**src/rtl/io_uart_tx.sv**
```systemverilog
// Memory-mapped console transmitter: CPU stores to ADDR_TX feed a small FIFO drained by an
// 8N1 serialiser; ADDR_STAT returns {overrun, empty, full, busy} one cycle after the load.
module io_uart_tx #(
    parameter int unsigned CLK_DIV   = 4,
    parameter int unsigned DEPTH     = 4,
    parameter logic [9:0]  ADDR_TX   = 10'h001,
    parameter logic [9:0]  ADDR_STAT = 10'h003
) (
    input  logic        clk,
    input  logic        rst_n,
    input  logic [9:0]  mem_addr,
    input  logic        mem_wr,
    input  logic [15:0] wr_data,
    output logic [15:0] rd_data,
    output logic        rd_hit,
    output logic        uart_tx,
    output logic        tx_busy
);

    localparam int unsigned AW = $clog2(DEPTH);
    localparam int unsigned CW = $clog2(CLK_DIV);
    localparam logic [AW:0]   FULL_CNT = (AW + 1)'(DEPTH);
    localparam logic [CW-1:0] CYC_LAST = CW'(CLK_DIV - 1);

    typedef enum logic [1:0] {IDLE, START, DATA, STOP} state_t;

    logic [7:0]    mem [DEPTH];
    logic [AW-1:0] wr_ptr, rd_ptr;
    logic [AW:0]   count, count_next;
    logic          full, empty;
    logic          push_req, push_ok, pop, drop, stat_rd;
    logic          bit_end, going_idle;
    logic          overrun;

    state_t        state;
    logic [CW-1:0] cyc;
    logic [2:0]    bit_idx;
    logic [7:0]    shreg;

    logic unused_bits;
    assign unused_bits = &{1'b0, wr_data[15:8]};

    always_comb begin
        full     = (count == FULL_CNT);
        empty    = (count == '0);
        push_req = mem_wr && (mem_addr == ADDR_TX);
        stat_rd  = !mem_wr && (mem_addr == ADDR_STAT);
        bit_end  = (cyc == CYC_LAST);
        // The FIFO is popped either from IDLE or at the last stop-bit cycle, giving gapless frames.
        pop        = !empty && ((state == IDLE) || ((state == STOP) && bit_end));
        going_idle = empty && ((state == IDLE) || ((state == STOP) && bit_end));
        push_ok    = push_req && (!full || pop);
        drop       = push_req && !push_ok;
        count_next = count;
        case ({push_ok, pop})
            2'b10:   count_next = count + 1'b1;
            2'b01:   count_next = count - 1'b1;
            default: count_next = count;
        endcase
    end

    always_ff @(posedge clk) begin
        if (push_ok) mem[wr_ptr] <= wr_data[7:0];
    end

    always_ff @(posedge clk or negedge rst_n) begin
        if (!rst_n) begin
            wr_ptr  <= '0;
            rd_ptr  <= '0;
            count   <= '0;
            overrun <= 1'b0;
            rd_hit  <= 1'b0;
            rd_data <= '0;
        end else begin
            if (push_ok) wr_ptr <= wr_ptr + 1'b1;
            if (pop)     rd_ptr <= rd_ptr + 1'b1;
            count <= count_next;
            // A drop on the same edge as a status read keeps the flag set.
            if (drop)         overrun <= 1'b1;
            else if (stat_rd) overrun <= 1'b0;
            rd_hit  <= stat_rd;
            rd_data <= stat_rd ? {12'b0, overrun, empty, full, tx_busy} : '0;
        end
    end

    always_ff @(posedge clk or negedge rst_n) begin
        if (!rst_n) begin
            state   <= IDLE;
            cyc     <= '0;
            bit_idx <= '0;
            shreg   <= '0;
            uart_tx <= 1'b1;
            tx_busy <= 1'b0;
        end else begin
            tx_busy <= (count_next != '0) || !going_idle;
            case (state)
                IDLE: begin
                    uart_tx <= 1'b1;
                    if (pop) begin
                        shreg   <= mem[rd_ptr];
                        cyc     <= '0;
                        uart_tx <= 1'b0;
                        state   <= START;
                    end
                end
                START: begin
                    if (bit_end) begin
                        cyc     <= '0;
                        bit_idx <= '0;
                        uart_tx <= shreg[0];
                        state   <= DATA;
                    end else begin
                        cyc <= cyc + 1'b1;
                    end
                end
                DATA: begin
                    if (bit_end) begin
                        cyc <= '0;
                        if (bit_idx == 3'd7) begin
                            uart_tx <= 1'b1;
                            state   <= STOP;
                        end else begin
                            bit_idx <= bit_idx + 1'b1;
                            shreg   <= {1'b0, shreg[7:1]};
                            uart_tx <= shreg[1];
                        end
                    end else begin
                        cyc <= cyc + 1'b1;
                    end
                end
                STOP: begin
                    if (bit_end) begin
                        cyc <= '0;
                        if (pop) begin
                            shreg   <= mem[rd_ptr];
                            uart_tx <= 1'b0;
                            state   <= START;
                        end else begin
                            state <= IDLE;
                        end
                    end else begin
                        cyc <= cyc + 1'b1;
                    end
                end
                default: state <= IDLE;
            endcase
        end
    end

endmodule

```
**config.mk**
```make
export PLATFORM = sky130hd
export DESIGN_NAME = io_uart_tx
export DESIGN_NICKNAME = d
export VERILOG_FILES = /design/src/rtl/io_uart_tx.sv
export SDC_FILE = /design/constraint.sdc
export NUM_CORES = 1
export LEC_CHECK = 0
export ABC_AREA = 1
export ABC_CLOCK_PERIOD_IN_PS = 2800
export CAP_MARGIN = 10
export CORE_MARGIN = 2
export CORE_UTILIZATION = 30
export CTS_CLUSTER_DIAMETER = 50
export DETAILED_ROUTE_END_ITERATION = 6
export DONT_BUFFER_PORTS = 1
export GPL_ROUTABILITY_DRIVEN = 0
export GPL_TIMING_DRIVEN = 0
export SYNTH_ARGS = -nofsm -noshare
export SYNTH_HDL_FRONTEND = slang
export SYNTH_SLANG_ARGS = --single-unit
```
**constraint.sdc**
```tcl
create_clock -name clk -period 2.8 [get_ports clk]
set_clock_uncertainty 0.05 [all_clocks]
set_input_delay 0.56 -clock clk [delete_from_list [all_inputs] [get_ports clk]]
set_output_delay 0.56 -clock clk [all_outputs]
set_load 0.02 [all_outputs]
```
==> impl_metrics.toml, run 1 <==
[status]
status = "complete, no violations"

[finish]
fin_util = 0.350
drive_gt1_frac = 0.112
layout.nets = 367
synthToLayoutAreaGrowth_pct = 14.2
n_antenna_cell = 0
fillers = 997

[clock_network]
tritoncts = "done"
ctsResizeCount = 0
cts_buffer_depth = 2
htreeDepth = 3
cts_buffers = 9
worstSkewPairLatency_ns = 0.33
clkTransAtPathRegs_ns = 0.07
cts_num_sinks = 62
cts-root-buf = "clkbuf_8"

[run]
maxCapViolCount = 0

[min_path]
hold_class = "input pin to register"
whs_path_depth = 0
holdPathEnd = "mem[1][5]"
holdCritStartpoint = "wr_data[5]"

[synthesis]
muxShareOfSynthArea = 0
synth-xor-area-share = 0.00593
netlist_instances = 300
synth_top_flop_cell = "edfxtp_1"
synth.avg_cell_area_sq_um = 9.84
synth_simple_gate_area_frac = 0.172
ys_types = 29
ys_warn_count = 0
synth_top_family_by_area = "simple AND/OR/NAND/NOR gates"
synthesis.area_sq_um = 2950
synth_compound_area_frac = 0.0810
async_flop_share = 0.484
synth-seq-cells = 62
synth_enable_flop_cells = 32
yosysSeqAreaShare = 0.580
synth_fa_ha_area_frac = 0.0619

[timing]
timing.hold.ws_ns = 0.267
max_freq_ghz = 0.418
grt_setup_unrepaired = "no"
post-route-min-period_ns = 2.39
worstMarginPinSlew_ns = 0.803
tns_ns = 0
relSlewSlack = 0.463
fin_ws_ns = 0.410
period_share = 0.854
finalSetupViolations = 0
hold_viol = 0
drv_slew = 0

[power_and_ir_drop]
p_per_area_nw_per_um2 = 642
ir_worst_vdd_mv = 0.239
p_leak_nw = 1.51

[die]
pin_count = 48
coreArea_sq_um = 9640
rows = 36
start_util = 0.306
die_w_um = 103
die-area_sq_um = 10600
die_y_um = 103

[route]
via_per_inst = 4.27
drt_wl_total_um = 5370
firstDrtPassIters = 4
ant_nets = 0
vias = 1974
drtIter0Drc = 99
drc = 0
wire_per_inst_um = 11.6

[place]
place_ws_ns = 0.370
port_buffers = 0
hpwl_um = 3780

[setup_path]
rr_endpoint = "mem[0][7]"
r2r_start = "state[0]"
ff2ff_setup_slack_ns = 0.41
reg2reg_depth = 7
cp-end-kind = "register"
cp.arrival_ns = 2.30
start_kind = "register"
worstSetupPathType = "register to register"
cp.required_ns = 2.71
path_max_fanout = 8

[global_route]
grt_remaining_overflow = 0
grt_pass1_wl_um = 9230
grt_usage = 0.114
grt_pass1_vias = 1984
grt_max_degree = 30
grt_antenna_before_repair = 0
## area by class of cell
cell class | instances | area, sq um | share of cell area
multi-input cells | 187 | 991 | 0.294
inverters | 44 | 165 | 0.0490
flip-flops and latches | 62 | 1710 | 0.508
well taps | 133 | 166 | 0.0494
clock inverters | 4 | 47.5 | 0.0141
plain buffers | 18 | 124 | 0.0367
repair buffers | 2 | 30.0 | 0.00891
clock buffers | 12 | 135 | 0.0401
## cells in the mapped netlist (2+ instances only)
| cell | n | share of area |
|---|---|---|
| o21ai_0 | 14 | 0.024 |
| nand2_1 | 57 | 0.072 |
| xor2_1 | 2 | 0.0059 |
| clkbuf_1 | 4 | 0.0051 |
| a32o_1 | 2 | 0.0068 |
| dfrtp_1 | 29 | 0.25 |
| o22ai_1 | 3 | 0.0064 |
| inv_2 | 2 | 0.0025 |
| a21oi_1 | 8 | 0.014 |
| edfxtp_1 | 32 | 0.33 |
| nand2_2 | 2 | 0.0042 |
| ha_1 | 13 | 0.055 |
| a31oi_1 | 7 | 0.015 |
| buf_4 | 13 | 0.033 |
| nand3b_1 | 2 | 0.0051 |
| o21ai_1 | 2 | 0.0034 |
| inv_1 | 42 | 0.053 |
| nand4_1 | 3 | 0.0064 |
| nand3_1 | 21 | 0.036 |
| nor2_1 | 33 | 0.042 |
## worst max path at each step
stage	slack [ns]	to	startpoint
after floorplan	0.84	count[2]	state[0]
after global placement	0.39	mem[0][4]	state[0]
final	0.41	mem[0][7]	state[0]
after detailed placement	0.37	mem[0][5]	state[0]
after CTS	0.36	mem[0][7]	state[0]
after global routing	0.15	mem[0][7]	state[0]
## where the power goes
part	total (mW)	switching, mW	internal (mW)
sequential	1.08	0.0521	1.03
combinational	0.343	0.212	0.131
clock	0.739	0.330	0.409
## metal layers
layer  routed length (um)  track usage  vias to the layer above
met5                    0            0                        -
met4                   25       0.0385                        0
met3                  288       0.0430                        2
met2                 2640        0.190                       53
met1                 2420        0.136                      910
li1                     -            -                     1009
## flip-flops by register name, indices dropped and copies added (netlist names)
| register | cells |
|---|---|
| bit_idx | 3 |
| count | 3 |
| cyc | 2 |
| mem | 32 |
| overrun | 1 |
| rd_data | 4 |
| rd_hit | 1 |
| rd_ptr | 2 |
| shreg | 8 |
| state | 2 |
| tx_busy | 1 |
| uart_tx | 1 |
| wr_ptr | 2 |
## logic make-up after synthesis
logic type,Yosys count
and+or+nand+nor,120
xor gates and xnor gates,2
DFF,62
AOI/OAI and AO/OA,39
buffers and inverters,62
other,1
adders and majority gates,14
## through the flow
step                      area (sq um)  power, mW  instances
after detailed placement          3160       1.43        444
final                             3370       2.16        462
after global placement            3160       1.42        444
after global routing              3370       2.30        462
after CTS                         3370       2.19        462
after floorplan                   2990       1.36        311
## placed cells by master, fill, tap and decap left out, drive strengths merged
master       count
o22ai            3
a211oi           1
inv             44
nand3b           2
nor2            34
buf             15
clkinvlp         1
fa               1
nand2           60
o21ai           16
edfxtp          32
clkinv           2
clkbuf          16
dfstp            1
conb            12
xor2             2
a31oi            8
bufinv           1
ha              13
dfrtp           29
nand4            3
a32o             2
nand3           21
dlygate4sd3      1
a21oi            9
## worst max-delay path, cell delays in order (launching register included)
cell     delay (ns)
dfrtp_1        0.43
ha_1           0.27
nand2_1        0.10
nand2_2        0.11
inv_1          0.06
nand3_1        0.09
nand3_1        0.22
nor2_1         0.69
## timing repair
action	CTS	global route
hold buffers	2	0
endpoints found under the hold margin	29	0
setup buffers	0	0
No activity file was read; power rests on OpenSTA's default activity.
==> inputs of run 2 (changes only) <==
--- a/config.mk
+++ b/config.mk
@@ -9,12 +9,13 @@
 export ABC_CLOCK_PERIOD_IN_PS = 2800
 export CAP_MARGIN = 10
 export CORE_MARGIN = 2
-export CORE_UTILIZATION = 30
+export CORE_UTILIZATION = 50
 export CTS_CLUSTER_DIAMETER = 50
 export DETAILED_ROUTE_END_ITERATION = 6
 export DONT_BUFFER_PORTS = 1
 export GPL_ROUTABILITY_DRIVEN = 0
 export GPL_TIMING_DRIVEN = 0
+export SLEW_MARGIN = 25
 export SYNTH_ARGS = -nofsm -noshare
 export SYNTH_HDL_FRONTEND = slang
 export SYNTH_SLANG_ARGS = --single-unit
==> run 2 against run 1 <==
Via count shrank 1.1%. Critical path depth is the same. Register-to-register slack is essentially flat. Largest cell class unchanged. Largest power group unchanged.
==> impl_metrics.toml, run 2 (synthesis results as in run 1) <==
[timing]
hold_viol = 0
post-route-min-period_ns = 2.40
relSlewSlack = 0.468
drv_slew = 0
timing.hold.ws_ns = 0.255
worstMarginPinSlew_ns = 0.795
fin_ws_ns = 0.404
finalSetupViolations = 0
tns_ns = 0
max_freq_ghz = 0.417
period_share = 0.856
grt_setup_unrepaired = "no"

[finish]
synthToLayoutAreaGrowth_pct = 12.2
multiInputGateArea_sq_um = 991
n_antenna_cell = 0
register_area_sq_um = 1710
regMostFlops = "mem"
final_common_cell = "nand2_1"
layout.nets = 367
drive_gt1_frac = 0.122
layout.cells.non_filler = 401
mostFrequentLayoutCells = "57 x nand2_1, 42 x inv_1, 33 x nor2_1"
biggestRegsByFlops = "mem (32), shreg (8), rd_data (4)"
fin_util = 0.590
largest_register_ff_count = 32
fillers = 525

[setup_path]
rr_endpoint = "mem[0][0]"
cpMostUsedCell = "nand3_1"
slowest_delay_ns = 0.68
cp_top_family = "simple AND/OR/NAND/NOR gates"
path_max_fanout = 8
cp.arrival_ns = 2.32
cp.required_ns = 2.72
worst-path-buf-inv = 1
r2r_start = "state[0]"
cp-end-kind = "register"
start_kind = "register"
worstSetupPathType = "register to register"
slowest_stage = "nor2_1"
reg2reg_depth = 7
ff2ff_setup_slack_ns = 0.40
crit_path_cell_trace = "ha_1 > nand2_1 > nand2_2 > inv_1 > nand3_1 > nand3_1 > nor2_1"

[die]
die_w_um = 80.8
die_y_um = 80.8
pin_count = 48
start_util = 0.526
rows = 27
coreArea_sq_um = 5610
die-area_sq_um = 6530

[min_path]
whs_path_depth = 0
holdPathEnd = "mem[0][4]"
holdCritStartpoint = "wr_data[4]"
hold_class = "input pin to register"

[route]
via_per_inst = 4.87
wire_per_inst_um = 13.3
drt_wl_total_um = 5350
drtIter0Drc = 85
drc = 0
vias = 1953
ant_nets = 0
firstDrtPassIters = 4

[clock_network]
cts_buffer_depth = 2
ctsResizeCount = 0
htreeDepth = 3
worstSkewPairLatency_ns = 0.34
cts-root-buf = "clkbuf_8"
cts_num_sinks = 62
tritoncts = "done"
cts_buffers = 9
clkTransAtPathRegs_ns = 0.07

[place]
port_buffers = 0
place_ws_ns = 0.353
hpwl_um = 3680
placedCellCount = 383

[global_route]
grt_usage = 0.186
grt_pass1_wl_um = 8870
grt_max_degree = 30
grt_antenna_before_repair = 0
grt_remaining_overflow = 0
grt_pass1_vias = 1865

[run]
maxCapViolCount = 0

[power_and_ir_drop]
ir_worst_vdd_mv = 0.353
p_leak_nw = 1.52
p_per_area_nw_per_um2 = 666

[status]
status = "complete, no violations"
run 2: what timing repair did:
item | CTS | global route
endpoints found under the hold margin | 29 | 0
hold buffers | 2 | 0
setup buffers | 0 | 0
run 2: area by class of cell:
cell class                      instances  area share
Sequential cell                        62       0.517
Tap cell                               72      0.0272
Timing Repair Buffer                    2     0.00907
Clock buffer                            9      0.0374
Clock inverter                          7      0.0223
Inverter                               44      0.0499
Buffer                                 18      0.0374
Multi-Input combinational cell        187       0.299
run 2: how the worst max path moves through the flow:
| stage | startpoint | end | slack, ns | cells past startpoint |
|---|---|---|---|---|
| after global routing | state[0] | mem[0][7] | 0.16 | 7 |
| after CTS | state[0] | mem[0][0] | 0.34 | 7 |
| after floorplan | state[0] | count[2] | 0.84 | 15 |
| after global placement | state[0] | mem[0][4] | 0.36 | 7 |
| after detailed placement | state[0] | mem[0][4] | 0.35 | 7 |
| final | state[0] | mem[0][0] | 0.40 | 7 |
run 2: routing by layer:
layer	GRT usage	up-vias	wire, um	part of all wire
met3	0.0611	8	359	0.067
met4	0.0864	0	91	0.017
met5	0	-	0	0
li1	-	1007	-	-
met1	0.237	887	2470	0.46
met2	0.288	51	2430	0.45
run 2: through the flow:
stage | power (mW) | area (sq um)
global route | 2.32 | 3310
detailed placement | 1.43 | 3080
global placement | 1.42 | 3080
floorplan | 1.36 | 2990
finish | 2.20 | 3310
CTS | 2.22 | 3310
run 2: where the power goes:
| group | internal (mW) | switching [mW] | leakage (nW) | total (mW) |
|---|---|---|---|---|
| combinational | 0.130 | 0.212 | 0.776 | 0.342 |
| clock | 0.413 | 0.369 | 0.0996 | 0.783 |
| sequential | 1.03 | 0.0508 | 0.644 | 1.08 |
| total | 1.57 | 0.632 | 1.52 | 2.20 |
==> inputs of run 3 (changes only) <==
--- a/config.mk
+++ b/config.mk
@@ -15,6 +15,7 @@
 export DONT_BUFFER_PORTS = 1
 export GPL_ROUTABILITY_DRIVEN = 0
 export GPL_TIMING_DRIVEN = 0
+export REMOVE_ABC_BUFFERS = 1
 export SLEW_MARGIN = 25
 export SYNTH_ARGS = -nofsm -noshare
 export SYNTH_HDL_FRONTEND = slang
==> run 3 against run 2 <==
Design area shrank 5.0%. Clock power shrank 19%. Hold slack gained 0.011 ns. Sequential power is essentially flat. Critical path depth is the same. Sequential cell count is the same. Combinational power shrank 12%. First-iteration DRC count grew 1.2%. Global-route usage shrank 0.71 points. Critical path type unchanged. Largest cell class unchanged.
==> impl_metrics.toml, run 3 (synthesis results as in run 1) <==
[status]
status = "complete, no violations"

[global_route]
grt_usage = 0.179
grt_remaining_overflow = 0
grt_pass1_wl_um = 8570
grt_antenna_before_repair = 0
grt_max_degree = 31
grt_pass1_vias = 1878

[place]
hpwl_um = 3420
placed_area_sq_um = 2960
place_ws_ns = 0.336
placedCellCount = 365
port_buffers = 0

[setup_path]
worstSetupPathType = "register to register"
start_kind = "register"
cp.required_ns = 2.71
path_max_fanout = 8
cp.arrival_ns = 2.37
startpoint = "state[0]"
endpoint = "mem[0][4]"
cp-end-kind = "register"
rr_endpoint = "mem[0][4]"
ff2ff_setup_slack_ns = 0.34
reg2reg_depth = 7
r2r_start = "state[0]"

[clock_network]
cts_buffer_depth = 2
ctsHoldBuffers = 2
cts_num_sinks = 62
clkTransAtPathRegs_ns = 0.07
ctsResizeCount = 0
cts_buffers = 9
cts-root-buf = "clkbuf_8"
worstSkewPairLatency_ns = 0.33
post_cts_buffers = 0
tritoncts = "done"
htreeDepth = 3

[timing]
fin_ws_ns = 0.343
tns_ns = 0
post-route-min-period_ns = 2.46
relSlewSlack = 0.426
hold_viol = 0
finalSetupViolations = 0
grt_setup_unrepaired = "no"
period_share = 0.877
worstMarginPinSlew_ns = 0.858
max_freq_ghz = 0.407
timing.hold.ws_ns = 0.266
drv_slew = 0

[power_and_ir_drop]
p_leak_nw = 1.42
swShare = 0.286
p_seq_frac = 0.540
power_mw = 2.03
clock_power_share = 0.312
p_comb_frac = 0.149
p_per_area_nw_per_um2 = 644
ir_worst_vdd_mv = 0.287
internal-power_mw = 1.45
p_sw_mw = 0.580

[die]
die_w_um = 80.8
die_y_um = 80.8
start_util = 0.526
die-area_sq_um = 6530
pin_count = 48
rows = 27
coreArea_sq_um = 5610

[finish]
fillers = 512
layout.nets = 349
synthToLayoutAreaGrowth_pct = 6.57
regMostFlops = "mem"
layout.cells.non_filler = 383
drive_gt1_frac = 0.0707
final_common_cell = "nand2_1"
fin_util = 0.561
biggestRegsByFlops = "mem (32), shreg (8), rd_data (4)"
n_antenna_cell = 0
largest_register_ff_count = 32
stdcell_area_sq_um = 3150
mostFrequentLayoutCells = "57 x nand2_1, 42 x inv_1, 33 x nor2_1"

[route]
drc = 0
vias = 1902
firstDrtPassIters = 4
ant_nets = 0
drtIter0Drc = 86
wire_per_inst_um = 13.1
drt_wl_total_um = 5010
via_per_inst = 4.97

[run]
maxCapViolCount = 0

[min_path]
hold_class = "input pin to register"
holdCritStartpoint = "wr_data[1]"
whs_path_depth = 0
run 3: cell type report:
type | instances | area, sq um | share of cell area
flip-flops and latches | 62 | 1710 | 0.545
inverters | 44 | 165 | 0.0525
multi-input cells | 187 | 991 | 0.315
clock buffers | 10 | 128 | 0.0406
clock inverters | 6 | 28.8 | 0.00915
repair buffers | 2 | 30.0 | 0.00955
well taps | 72 | 90.1 | 0.0286
run 3: power by group through the flow:
stage | clock [mW] | sequential (mW) | combinational (mW)
floorplan | 0 | 1.09 | 0.240
global placement | 0 | 1.11 | 0.282
global route | 0.681 | 1.10 | 0.353
finish | 0.632 | 1.09 | 0.301
detailed placement | 0 | 1.11 | 0.290
CTS | 0.653 | 1.09 | 0.304
run 3: how the worst min path moves through the flow:
stage and endpoint:
6_report mem[3][1], 4_1_cts mem[3][1], 3_5_place_dp shreg[4], 5_1_grt mem[3][1], 2_1_floorplan bit_idx[0], 3_3_place_gp shreg[3]
run 3: critical path, cell delays in order (launching register included):
cell	delay, ns
dfrtp_1	0.43
ha_1	0.28
nand2_1	0.10
nand2_2	0.10
inv_1	0.06
nand3_1	0.09
nand3_1	0.23
nor2_1	0.73
run 3: routing by layer:
| layer | vias to the layer above | track usage | part of all wire |
|---|---|---|---|
| met5 | - | 0 | 0 |
| met4 | 0 | 0.107 | 0.022 |
| met3 | 10 | 0.0378 | 0.054 |
| met2 | 47 | 0.274 | 0.46 |
| met1 | 878 | 0.234 | 0.46 |
| li1 | 967 | - | - |
